**src/rtl/imm_pkg.sv**
```systemverilog
// Shared types for the pipelined immediate extender.
// The result struct is sized for the widest datapath; narrower instances
// zero the unused upper bits and only consume value[XLEN-1:0].
package imm_pkg;

  localparam int XLEN_MAX = 64;

  typedef enum logic [2:0] {
    IMM_I   = 3'd0,
    IMM_S   = 3'd1,
    IMM_B   = 3'd2,
    IMM_J   = 3'd3,
    IMM_U   = 3'd4,
    IMM_Z   = 3'd5,
    IMM_SH  = 3'd6,
    IMM_ILL = 3'd7
  } imm_src_e;

  typedef struct packed {
    logic [XLEN_MAX-1:0] value;
    logic                illegal;
  } imm_result_t;

endpackage

```
**src/rtl/imm_decode.sv**
```systemverilog
// Combinational immediate decoder for every RV32/RV64 format, including
// the CSR zimm and shift-amount fields. Selector 111 flags illegal.
module imm_decode
  import imm_pkg::*;
#(
  parameter int XLEN = 32
) (
  input  logic [31:7]  i_instr,
  input  logic [2:0]   i_immsrc,
  output imm_result_t  o_result
);

  // Shift-amount width follows the datapath width.
  localparam int SHAMT_W = (XLEN == 64) ? 6 : 5;

  logic        w_s;
  logic [63:0] w_full;
  logic        w_ill;

  assign w_s = i_instr[31];

  // Build the 64-bit extended immediate for the selected format.
  always_comb begin
    w_full = '0;
    w_ill  = 1'b0;
    case (imm_src_e'(i_immsrc))
      IMM_I:   w_full = {{52{w_s}}, i_instr[31:20]};
      IMM_S:   w_full = {{52{w_s}}, i_instr[31:25], i_instr[11:7]};
      IMM_B:   w_full = {{51{w_s}}, i_instr[31], i_instr[7], i_instr[30:25],
                         i_instr[11:8], 1'b0};
      IMM_J:   w_full = {{43{w_s}}, i_instr[31], i_instr[19:12], i_instr[20],
                         i_instr[30:21], 1'b0};
      IMM_U:   w_full = {{32{w_s}}, i_instr[31:12], 12'b0};
      IMM_Z:   w_full = {59'b0, i_instr[19:15]};
      IMM_SH:  w_full = {58'b0, (SHAMT_W == 6) ? i_instr[25] : 1'b0, i_instr[24:20]};
      IMM_ILL: w_ill  = 1'b1;
    endcase
  end

  // Narrow datapaths carry zeros above bit 31 so the struct is fully defined.
  always_comb begin
    o_result.illegal = w_ill;
    if (XLEN == 64) o_result.value = w_full;
    else            o_result.value = {32'b0, w_full[31:0]};
  end

endmodule

```
**src/rtl/imm_extend_pipe.sv**
```systemverilog
// Registered immediate extender: decode feeds an output register backed by
// a one-entry skid register, so in_ready never depends on out_ready.
//
// Handshake: a transfer happens on a rising edge where valid and ready are
// both high. valid, once raised, holds its payload stable until accepted;
// ready may change freely and is never derived combinationally from the
// opposite side's ready.
module imm_extend_pipe
  import imm_pkg::*;
#(
  parameter int XLEN = 32
) (
  input  logic            clk,
  input  logic            reset,
  input  logic            in_valid,
  output logic            in_ready,
  input  logic [31:7]     instr,
  input  logic [2:0]      immsrc,
  output logic            out_valid,
  input  logic            out_ready,
  output logic [XLEN-1:0] immext,
  output logic            illegal
);

  if (XLEN != 32 && XLEN != 64) begin : g_bad_xlen
    $error("imm_extend_pipe: XLEN must be 32 or 64");
  end

  imm_result_t     w_dec;
  logic            w_in_fire;
  logic            w_out_adv;
  logic            w_unused_dec;

  logic            r_out_valid;
  logic [XLEN-1:0] r_out_imm;
  logic            r_out_ill;
  logic            r_skid_valid;
  logic [XLEN-1:0] r_skid_imm;
  logic            r_skid_ill;

  imm_decode #(.XLEN(XLEN)) u_decode (
    .i_instr  (instr),
    .i_immsrc (immsrc),
    .o_result (w_dec)
  );

  // Upper struct bits are zero for narrow instances and intentionally dropped.
  assign w_unused_dec = ^w_dec.value;

  // Ready comes straight from the skid flop; no path from out_ready.
  assign in_ready  = ~r_skid_valid;
  assign w_in_fire = in_valid & ~r_skid_valid;
  // Output stage can take new data when empty or being consumed this cycle.
  assign w_out_adv = ~r_out_valid | out_ready;

  assign out_valid = r_out_valid;
  assign immext    = r_out_imm;
  assign illegal   = r_out_ill;

  // Output stage: prefer the older skid entry, then a fresh input, else empty.
  always_ff @(posedge clk or posedge reset) begin
    if (reset) begin
      r_out_valid <= 1'b0;
      r_out_imm   <= '0;
      r_out_ill   <= 1'b0;
    end else if (w_out_adv) begin
      if (r_skid_valid) begin
        r_out_valid <= 1'b1;
        r_out_imm   <= r_skid_imm;
        r_out_ill   <= r_skid_ill;
      end else if (w_in_fire) begin
        r_out_valid <= 1'b1;
        r_out_imm   <= w_dec.value[XLEN-1:0];
        r_out_ill   <= w_dec.illegal;
      end else begin
        r_out_valid <= 1'b0;
      end
    end
  end

  // Skid entry: catch an accepted input the output stage cannot take now.
  always_ff @(posedge clk or posedge reset) begin
    if (reset) begin
      r_skid_valid <= 1'b0;
      r_skid_imm   <= '0;
      r_skid_ill   <= 1'b0;
    end else if (w_in_fire && (!w_out_adv || r_skid_valid)) begin
      r_skid_valid <= 1'b1;
      r_skid_imm   <= w_dec.value[XLEN-1:0];
      r_skid_ill   <= w_dec.illegal;
    end else if (w_out_adv) begin
      r_skid_valid <= 1'b0;
    end
  end

endmodule

```
**config.mk**
```make
export PLATFORM = sky130hd
export DESIGN_NAME = imm_extend_pipe
export DESIGN_NICKNAME = d
export VERILOG_FILES = /design/src/rtl/imm_pkg.sv /design/src/rtl/imm_decode.sv /design/src/rtl/imm_extend_pipe.sv
export SDC_FILE = /design/constraint.sdc
export NUM_CORES = 1
export LEC_CHECK = 0
export CELL_PAD_IN_SITES_DETAIL_PLACEMENT = 1
export CELL_PAD_IN_SITES_GLOBAL_PLACEMENT = 1
export CORE_ASPECT_RATIO = 1.2
export CORE_MARGIN = 2
export CORE_UTILIZATION = 48
export CTS_BUF_LIST = sky130_fd_sc_hd__clkbuf_8
export DETAILED_ROUTE_END_ITERATION = 8
export MAX_ROUTING_LAYER = met4
export PLACE_DENSITY = 0.86
export SYNTH_ARGS = -nofsm -noshare
export SYNTH_HDL_FRONTEND = slang
export SYNTH_HIERARCHICAL = 1
export SYNTH_SLANG_ARGS = --single-unit
```
**constraint.sdc**
```tcl
create_clock -name clk -period 4.39 [get_ports clk]
set_input_delay 0.439 -clock clk [delete_from_list [all_inputs] [get_ports clk]]
set_output_delay 0.439 -clock clk [all_outputs]
set_load 0.05 [all_outputs]
```
==> results.cfg, run 1 <==
[outcome]
status = finished clean

[clock_tree]
clk_path_buf_depth = 2
cts_hold_buf = 0
clkTransAtPathRegs_ns = 0.08
cts_resized = 0
cts_made_buffers = 9
cts_sinks = 68
cts-root-buf = clkbuf_8
cts_setup_buffers = 0
cts_tree = yes
clock_latency_ns = 0.35
cts_max_level = 3

[global_route]
grt_pass1_vias = 2732
overflow = 0
grt_pass1_wl_mm = 14.9
grt_use_met3_pct = 4.44
top_usage_layer = met2
gr-usage-met2_pct = 39.7
grt.total_usage_pct = 24.2
grt_util_met1_pct = 29.9
grt_max_degree = 44
antenna_found_initial = 0

[sta]
whs_ns = 0.511
finalCriticalPeriod_ns = 2.54
setup_tns_ns = 0
slew_violations = 0
tightestPinTransition_ns = 0.913
period_share_pct = 57.9
setup_ws_ns = 1.85
max_freq_mhz = 393
finalHoldViolCount = 0
rsz0062_at_grt = no
max_slew_margin_pct = 39.0
fin_skew_ns = 0.00868
setup_viol = 0

[layout]
antenna_cells = 0
drive_gt1_share_pct = 38.9
fin_cells = 424
area_growth_pct = 24.1
final_common_cell = mux2_2
final_net_count = 361
final_cell_mix = 97 x mux2_2, 68 x dfrtp_1, 66 x clkdlybuf4s50_1

[critical_path]
cp_slowest_cell = nor2b_2
crit_arrival_ns = 2.84
start_kind = input port
cp_common_cell = mux2_2
cp.required_ns = 4.69
critPathKind = in2reg
end_kind = flop
worstPathMaxFanout = 20
cpPeakStageDelay_ns = 0.85
path_cells = clkdlybuf4s50_1 -> nor2b_2 -> a21oi_1 -> o22ai_1 -> mux2_2 -> mux2_2

[power]
seqPwrFrac_pct = 37.7
power.share.clock_pct = 28.3
swShare_pct = 34.2
p_leak_nw = 2.00
power.internal_mw = 1.47
peakVddDrop_uv = 277
p_sw_uw = 762
powerDensity_nw_per_um2 = 500
p_comb_share_pct = 34.0

[route]
drt_iter0_drc = 110
vias_per_cell = 5.61
vias = 2379
drcViolationCount = 0
first_pass_iters = 4
finalWirelength_mm = 8.88
wire_per_inst_um = 21.0
ant_nets = 0

[worst_hold_path]
worstHoldPathType = reg2reg

[logic_synthesis]
synth_area_um2 = 3590
synthesis.nets = 301
synth_warnings = 6
synth_area_per_cell_um2 = 13.3
syn_inst = 269

[die]
die_y_um = 98.7
io_pins = 67
rows = 34
start_util_pct = 49.6
die_w_um = 82.9
die_area_um2 = 8180
core_area_um2 = 7230

[placement]
io_buffers = 66
gp_congestion = 0.803
dp_hpwl_mm = 5.68
dp_slack_ns = 1.18
placedCellCount = 408

[run]
max_cap_violations = 0
==> layout make-up <==
cell class | count | area (um2)
clock buffer | 9 | 124
clock inverter | 7 | 115
fill | 745 | 2780
inverter | 3 | 11.3
multi-input combinational | 177 | 1700
sequential | 68 | 1700
tap | 90 | 113
timing repair buffer | 70 | 691
==> flip-flops by register name, indices dropped and copies added (netlist names) <==
name	count
immext	32
r_skid_imm	32
illegal	1
out_valid	1
r_skid_ill	1
r_skid_valid	1
==> metal layers <==
layer  part of all wire (%)  routed length (um)
met1                     44                3890
met2                     51                4550
met3                    3.1                 278
met4                    1.9                 166
met5                      0                   0
==> final timing paths <==
check                                from             end  slack [ns]  cells after the start
setup / recovery                immsrc[2]      immext[19]        1.85                      6
hold / removal             r_skid_imm[31]  r_skid_imm[31]        0.51                      1
setup reg to reg                out_valid      immext[31]        2.31                      4
hold reg to reg            r_skid_imm[31]  r_skid_imm[31]        0.51                      1
max in group asynchronous           reset  r_skid_imm[25]        2.90                      3
min in group asynchronous           reset      immext[15]        0.59                      2
==> critical path: cells and delay by family <==
| kind | cells | cell delay [ns] |
|---|---|---|
| simple gates | 1 | 0.85 |
| mux | 2 | 0.37 |
| buf+inv | 1 | 0.83 |
| compound gates | 2 | 0.34 |
==> power groups by stage <==
stage	combinational, mW	clock, mW	sequential, mW
3_5_place_dp	0.755	0	0.849
5_1_grt	0.794	0.672	0.860
3_3_place_gp	0.737	0	0.839
4_1_cts	0.764	0.643	0.840
2_1_floorplan	0.283	0	1.08
6_report	0.757	0.631	0.839
==> per-stage QoR <==
step / instance area (um2) / util, % / total power [mW]
6_report: 4450 / 61.6 / 2.23
5_1_grt: 4450 / 61.6 / 2.33
4_1_cts: 4450 / 61.5 / 2.25
3_5_place_dp: 4210 / 58.2 / 1.60
3_3_place_gp: 4210 / 58.2 / 1.58
2_1_floorplan: 3590 / - / 1.36
No activity file was read; power rests on OpenSTA's default activity.
==> inputs of run 2 (changes only) <==
Settings changed: CORE_UTILIZATION 48 to 44, PLACE_DENSITY 0.86 to 0.79.
Clock period 4.39 ns to 2.5 ns, I/O delays scaled along.
==> run 2 against run 1 <==
First-iteration DRC count up 11%; combinational power up 76%; clock power up 29%; critical path type unchanged; power up 62%; sequential cell count unchanged; worst setup slack worse by 1.3 ns; via count up 0.88%.
==> results.cfg, run 2 (synthesis gave the netlist of run 1 again) <==
[outcome]
status = finished clean

[route]
drt_iter0_drc = 122
finalWirelength_mm = 8.09
vias_per_cell = 5.48
wire_per_inst_um = 18.5
ant_nets = 0
vias = 2400
drcViolationCount = 0
first_pass_iters = 4

[critical_path]
path_cells = clkdlybuf4s50_1 -> xor2_4 -> mux2i_1 -> mux2i_1 -> mux2_2 -> mux2_2
startpoint = immsrc[1]
worstPathMaxFanout = 9
cpPeakStageDelay_ns = 0.79
cp.required_ns = 2.72
r2r_cells = 4
critPathKind = in2reg
start_kind = input port
end_kind = flop
r2r-start = r_skid_valid
crit_arrival_ns = 2.18
cp_slowest_cell = clkdlybuf4s50_1

[placement]
dp_slack_ns = 0.194
dp_hpwl_mm = 5.74
io_buffers = 66
placedCellCount = 422
gp_congestion = 0.821

[clock_tree]
cts_hold_buf = 0
clk_path_buf_depth = 2
cts_made_buffers = 9
clkTransAtPathRegs_ns = 0.07
cts_resized = 0
cts_max_level = 3
cts-root-buf = clkbuf_8
cts_tree = yes
cts_setup_buffers = 0
clock_latency_ns = 0.34
cts_sinks = 68

[layout]
area_growth_pct = 25.1
final_common_cell = mux2_2
fin_cells = 438
final_cell_mix = 97 x mux2_2, 68 x dfrtp_1, 65 x clkdlybuf4s50_1
drive_gt1_share_pct = 40.5
antenna_cells = 0
final_net_count = 370

[die]
die_y_um = 103
die_w_um = 86.4
core_area_um2 = 8020
start_util_pct = 44.7
die_area_um2 = 8890
io_pins = 67
rows = 36

[sta]
max_freq_mhz = 510
finalCriticalPeriod_ns = 1.96
fin_skew_ns = 0.00867
setup_tns_ns = 0
slew_violations = 0
rsz0062_at_grt = no
max_slew_margin_pct = 62.3
setup_viol = 0
tightestPinTransition_ns = 0.565
setup_ws_ns = 0.538
finalHoldViolCount = 0
period_share_pct = 78.5

[global_route]
grt_pass1_vias = 2616
grt_max_degree = 49
grt_pass1_wl_mm = 13.3
grt.total_usage_pct = 20.4
overflow = 0
antenna_found_initial = 0

[power]
powerDensity_nw_per_um2 = 805
fin_total_pwr_mw = 3.61
peakVddDrop_uv = 441
p_leak_nw = 2.03

[worst_hold_path]
worstHoldPathType = in2async

[run]
max_cap_violations = 0
## run 2: final cells by class
type | count | area (um2)
clock inverter | 5 | 27.5
fill | 827 | 3530
tap | 95 | 119
inverter | 3 | 11.3
clock buffer | 11 | 151
timing repair buffer | 79 | 781
multi-input combinational | 177 | 1690
sequential | 68 | 1700
## run 2: path summary, 6_finish.rpt
path                                  end  slack [ns]
max                             immext[2]        0.54
min                            immext[29]        0.24
max reg2reg                r_skid_imm[19]        0.89
min reg2reg                r_skid_imm[14]        0.51
max in group asynchronous  r_skid_imm[14]        1.64
min in group clk           r_skid_imm[14]        0.51
## run 2: per-stage QoR
step           util (%)  cell area (um2)  hold slack, ns
2_1_floorplan         -             3590           0.361
3_3_place_gp       53.7             4310           0.482
3_5_place_dp       53.7             4310           0.493
4_1_cts            55.9             4490           0.249
5_1_grt            55.9             4490           0.297
6_report           55.9             4490           0.242
## run 2: critical path, delay by kind of cell
kind                      cells  cell delay, ns
xor gates and xnor gates      1            0.27
buffers and inverters         1            0.79
muxes                         4            0.87
## run 2: power by group
part / total [mW] / switching [mW] / internal (mW) / leakage (nW)
clock: 0.815 / 0.408 / 0.407 / 0.100
combinational: 1.33 / 0.748 / 0.582 / 1.07
sequential: 1.46 / 0.121 / 1.34 / 0.864
total: 3.61 / 1.28 / 2.33 / 2.03
## run 2: routing by layer
layer  track usage [%]  up-vias  wire length [um]
met5                 -        -                 0
met4              7.81        0               154
met3              4.24       12               276
met2              31.7       48              4080
met1              26.3     1232              3590
li1                  -     1108                 -
